===== src/rtl/ms_ff_bank.sv =====
// ms_ff_bank: a bank of WIDTH master/slave flip-flops with a selectable
// function (SR, JK, D or T), applied to every bit in parallel.
//
// The master register m updates from its own current value when en=1, using
// the function selected by mode. The slave register q loads the pre-edge
// value of m on every edge, so q lags m by exactly one cycle.
//
// An illegal SR cycle is one where en=1, mode=SR and at least one bit has
// S=R=1. Such bits hold, while the other bits still update normally. Each
// illegal cycle sets the sticky flag err and bumps the saturating counter
// err_cnt by one.
//
// Ports:
//   clk      in   1      clock; all state changes on the rising edge
//   rst      in   1      synchronous active-high reset (highest priority)
//   en       in   1      master update enable
//   mode     in   2      00=SR, 01=JK, 10=D, 11=T
//   a        in   WIDTH  per-bit S / J / D / T
//   b        in   WIDTH  per-bit R / K (ignored in D and T modes)
//   q        out  WIDTH  slave register
//   qn       out  WIDTH  ~q
//   err      out  1      sticky illegal-SR flag
//   err_cnt  out  CNT_W  saturating count of illegal-SR cycles
module ms_ff_bank #(
  parameter int unsigned             WIDTH = 4,
  parameter logic [WIDTH-1:0]        INIT  = '0,
  parameter int unsigned             CNT_W = 4
) (
  input  logic             clk,
  input  logic             rst,
  input  logic             en,
  input  logic [1:0]       mode,
  input  logic [WIDTH-1:0] a,
  input  logic [WIDTH-1:0] b,
  output logic [WIDTH-1:0] q,
  output logic [WIDTH-1:0] qn,
  output logic             err,
  output logic [CNT_W-1:0] err_cnt
);

  typedef enum logic [1:0] {
    MODE_SR = 2'b00,
    MODE_JK = 2'b01,
    MODE_D  = 2'b10,
    MODE_T  = 2'b11
  } mode_e;

  mode_e            mode_sel;
  logic [WIDTH-1:0] m_q, m_d;
  logic [WIDTH-1:0] q_q;
  logic             err_q, err_d;
  logic [CNT_W-1:0] cnt_q, cnt_d;
  logic             illegal;

  assign mode_sel = mode_e'(mode);

  always_comb begin
    m_d     = m_q;
    illegal = 1'b0;
    if (en) begin
      unique case (mode_sel)
        // Set where S&~R, clear where R&~S; S=R=1 bits fall through to hold.
        MODE_SR: begin
          m_d     = (m_q & ~(b & ~a)) | (a & ~b);
          illegal = |(a & b);
        end
        // J sets a 0, ~K keeps a 1: covers hold/set/clear/toggle in one term.
        MODE_JK: m_d = (a & ~m_q) | (~b & m_q);
        MODE_D:  m_d = a;
        MODE_T:  m_d = m_q ^ a;
      endcase
    end
  end

  always_comb begin
    err_d = err_q | illegal;
    cnt_d = cnt_q;
    if (illegal && (cnt_q != '1)) begin
      cnt_d = cnt_q + CNT_W'(1);
    end
  end

  always_ff @(posedge clk) begin
    if (rst) begin
      m_q   <= INIT;
      q_q   <= INIT;
      err_q <= 1'b0;
      cnt_q <= '0;
    end else begin
      m_q   <= m_d;
      q_q   <= m_q;
      err_q <= err_d;
      cnt_q <= cnt_d;
    end
  end

  assign q       = q_q;
  assign qn      = ~q_q;
  assign err     = err_q;
  assign err_cnt = cnt_q;

endmodule


===== config.mk =====
export PLATFORM = sky130hd
export DESIGN_NAME = ms_ff_bank
export DESIGN_NICKNAME = d
export VERILOG_FILES = /design/src/rtl/ms_ff_bank.sv
export SDC_FILE = /design/constraint.sdc
export NUM_CORES = 1
export LEC_CHECK = 0
export ABC_CLOCK_PERIOD_IN_PS = 2600
export BUFFER_PORTS_ARGS = -buffer_cell sky130_fd_sc_hd__buf_2
export CORE_MARGIN = 2
export CORE_UTILIZATION = 45
export CTS_CLUSTER_DIAMETER = 200
export DETAILED_ROUTE_END_ITERATION = 10
export GPL_TIMING_DRIVEN = 1
export PLACE_DENSITY = 0.76
export SLEW_MARGIN = 25
export SYNTH_ARGS = -nofsm -noshare
export SYNTH_HDL_FRONTEND = slang
export SYNTH_SLANG_ARGS = --single-unit

===== constraint.sdc =====
create_clock -name clk -period 2.6 [get_ports clk]
set_input_delay 0.13 -clock clk [delete_from_list [all_inputs] [get_ports clk]]
set_output_delay 0.13 -clock clk [all_outputs]
set_load 0.02 [all_outputs]

Yosys cells after proc, flatten, opt, wreduce, memory -nomap -nowiden
Index checks and enable logic that the tools add are counted.
{"block": "op_classes", "n_eq_ne": 4, "n_reduce_logical": 3, "n_mux": 3, "bitwise_logic": 15, "n_addsub": 1}
{"cell": "$and A4 B4 Y4", "count": 6}
{"cell": "$not A4 Y4", "count": 5}
{"cell": "$pmux W4 S4", "count": 1}
{"cell": "$or A4 B4 Y4", "count": 2}
{"cell": "$add A4 B1 Y4 const B", "count": 1}
{"cell": "$eq A2 B2 Y1 const B", "count": 2}
{"cell": "$ne A4 B4 Y1 const B", "count": 1}
{"cell": "$reduce_or A4 Y1", "count": 1}
{"cell": "$xor A4 B4 Y4", "count": 1}
{"cell": "$eq A2 B1 Y1 const B", "count": 1}
{"cell": "$logic_not A2 Y1", "count": 1}
{"cell": "$mux W1", "count": 2}
{"cell": "$logic_and A1 B1 Y1", "count": 1}
{"cell": "$or A1 B1 Y1", "count": 1}
{"block": "totals", "out_inout_bits": 13, "ff_bits": 13, "input_bits": 13}

Longest topological paths before layout
{"block": "depth", "word_depth": 6, "mapped_depth": 5, "ltp_nobuf": 4}

Worst setup path before layout
OpenSTA, ideal clock, no wires.
{"block": "synth_timing", "kind": "register -> register", "startpoint": "reg cnt_q[0] (netlist: err_cnt[0])", "endpoint": "reg cnt_q[0] (netlist: err_cnt[0])", "n_path_buf": 0, "required_ns": 2.479, "t_arrival_ns": 1.212, "setup_ns": 0.121, "period_less_slack_ns": 1.333, "path_stages_with_launch": 4, "path_slack_ns": 1.267, "cell_sequence": "dfxtp_1 > ha_1 > a31oi_2 > mux2_4"}
{"block": "synth_between", "elab_chain_len": 2, "word_cells_on_any_way": 3, "classes_between": "add/sub (1); eq/ne (1); reduce/logical (1)"}
{"element": "start, declared", "line_no": "52", "rtl": "logic [CNT_W-1:0] cnt_q, cnt_d;"}
{"element": "start signal, assigned", "line_no": "93", "rtl": "cnt_q <= cnt_d;"}
{"element": "branches (longest 2 deep; another with $add A4 B1 Y4)"}
Several ways; the timed one is not identified.
A chain may end at the register's enable or synchronous reset.

Worst setup path in the final report
Same ends and word-level chain as after synthesis.

==> run metrics <==
cells on worst reg2reg path 3; Hold Path Class in2reg; H-tree depth 1; Yosys reg bits 13; fin crit share 51.6%; Worst EP required 2760 ps; die area 1900 um2; Post-synth EDFFs 0; setup tns final 0 ps; GRT Overall Usage 16.2%; CORE AREA 1490 um2; Setup Buffers After CTS 0; Min-Delay Endpoint m_q[0]$_SDFFE_PP0P_; placer's final routability congestion estimate 0.803; Clk pwr share 29.4%; Reg clk slew, reported paths 90 ps; crit path buf inv count 0; leak pwr 0.387 nW; RR Endpoint err_cnt[0]$_SDFFE_PP0P_; internal power 0.304 mW; Synth Instances 87; Design Power 0.424 mW; worst hold slack 192 ps; Hold Path Cell Cnt 2; main area contributors after synthesis dfxtp_1 (37%), nor2b_1 (7.1%), o21ai_0 (5.7%), nand2b_1 (5.3%), nor3_1 (4.3%); delay-heaviest family, CP flip-flops; first-pass GRT wire length 2.34 mm; RSZ-0062 raised after global routing no; total clock sinks 13; sw frac 28.4%; max_slew headroom 83.0%; max cap viols 0; Worst IR Drop VDD 0.241 mV; Pre-Repair DR Iteration Count 4; clk buf depth 2; Initial DRC Count 17; Final Slew Violations 0; Synth top area share 36.9%; fillers 142; Mapped Area 706 um2; Final min period 1340 ps; vias in the first global route 552; gr ovfl total 0; share of cells above drive strength 1 28.6%; initial antenna violation count 0; Die H 43.6 um; Final Hold Fails 0; CP Max Fanout 6; clock skew 0.488 ps; clock latency on the worst-skew pair 270 ps; CP cell instances ha_1 -> a31oi_2 -> mux2_4; Setup CP Type reg2reg; Finish-stage setup viols 0; status finished clean; Reg2Reg Launch Point err_cnt[0]$_SDFFE_PP0P_; die width 43.6 um; Max Freq 745 MHz; worst hold start en; flop-to-flop setup slack 1260 ps; CP arrival 1500 ps; register area share after synthesis 36.9%; Root Driver clkbuf_4; HPWL Detailed 1.12 mm; Synth area leader dfxtp_1; power per cell area 494 nW/um2; Seq pwr share 51.4%; DRC 0; Vias 717; Avg WL per Cell 11.6 um; Initial Utilization 47.4%; total length of routed wires 1.49 mm; PostCTS Resize Cnt 0; Logic pwr share 19.2%; # rows 14; Post-DRT Antenna Nets 0; Crit. End Element flip-flop; count of hold-fix buffers inserted at cts 0; largest net degree at the start of global routing 16; vias per inst 5.60; num ports 26; crit start category flip-flop; Syn. warnings 0; critical path's slowest cell dfxtp_1; CTS tree yes; Psw 0.120 mW; asr flop ratio synth 0%; Primary FF master, synth dfxtp_1; Largest stage delay, worst path 350 ps; Nets 127; Port Buffers 25; synthesized net count 101; total CTS buffers 3; area grow syn2layout 21.6%; worst-margin pin slew 255 ps; diode count 0; post-synthesis cell type count 28; Post-Syn Area per Cell 8.11 um2
## metrics by stage
| step | cells | area (um2) | utilization, % | setup slack, ps |
|---|---|---|---|---|
| final | 128 | 858 | 57.6 | 1260 |
| after global placement | 124 | 832 | 55.9 | 1340 |
| after global routing | 128 | 858 | 57.6 | 1220 |
| after floorplan | 87 | 706 | - | 1270 |
| after CTS | 128 | 858 | 57.6 | 1270 |
| after detailed placement | 124 | 832 | 55.9 | 1280 |
## logic make-up (layout without fill, tap and decap cells)
group	Yosys count	count (layout)	share of synthesized area (%)
and+or+nand+nor	35	35	26.1
muxes	2	2	3.55
buffers and inverters	12	37	6.91
AOI/OAI and AO/OA	24	24	24.8
DFF	13	13	36.9
adders and majority gates	1	1	1.77
## metal layers
layer  vias up  global-route usage, %  part of all wire (%)
li1        360                      -                     -
met1       319                   22.1                    43
met2        36                   25.3                    48
met3         2                   2.50                   7.5
met4         0                   7.27                   1.3
met5         -                      0                     0
## how the worst max path moves through the flow
stage / to / slack [ps] / cells after the start / from
after global routing: err_cnt[0]$_SDFFE_PP0P_ / 1220 / 3 / err_cnt[0]$_SDFFE_PP0P_
after CTS: err_cnt[0]$_SDFFE_PP0P_ / 1270 / 3 / err_cnt[0]$_SDFFE_PP0P_
after floorplan: err_cnt[0]$_SDFFE_PP0P_ / 1270 / 3 / err_cnt[0]$_SDFFE_PP0P_
after detailed placement: err_cnt[0]$_SDFFE_PP0P_ / 1280 / 3 / err_cnt[0]$_SDFFE_PP0P_
after global placement: err_cnt[0]$_SDFFE_PP0P_ / 1340 / 3 / err_cnt[0]$_SDFFE_PP0P_
final: err_cnt[0]$_SDFFE_PP0P_ / 1260 / 3 / err_cnt[0]$_SDFFE_PP0P_
## cell type report
class                           count  area (um2)  share of cell area, %
Tap cell                           16        20.0                   2.33
Sequential cell                    13         260                   30.3
Multi-Input combinational cell     62         397                   46.2
Timing Repair Buffer               25         125                   14.6
Inverter                            8        30.0                   3.50
Clock buffer                        4        26.3                   3.06
## power groups by stage
stage,logic [mW],clock network [mW],registers [mW]
after floorplan,0.0492,0,0.227
after global placement,0.0785,0,0.222
after detailed placement,0.0813,0,0.223
after CTS,0.0817,0.126,0.218
after global routing,0.0907,0.132,0.220
final,0.0812,0.125,0.218
## cells in the final DEF (no fill, tap or decap), types with 2 or more instances in the layout
cell       n
a221oi_1   3
a22o_1     2
buf_2     25
clkbuf_4   3
dfxtp_1   13
inv_1      8
nand2_1    3
nand2b_1   6
nor2_1     8
nor2b_1    8
nor3_1     6
o21ai_0    8
o22ai_1    3
## registers in the layout, summed over array words and instances (netlist names)
register  cells
err_cnt       4
m_q           4
q             4
err           1
## cells in the mapped netlist, drive strengths merged, types with 2 or more instances
library cell / instances
nor2: 9
o21ai: 8
o22ai: 3
nor3: 6
dfxtp: 13
buf: 3
a221oi: 3
nand2b: 6
a22o: 2
inv: 8
nand2: 3
nor2b: 8
Power figures use the tool's default switching activity.
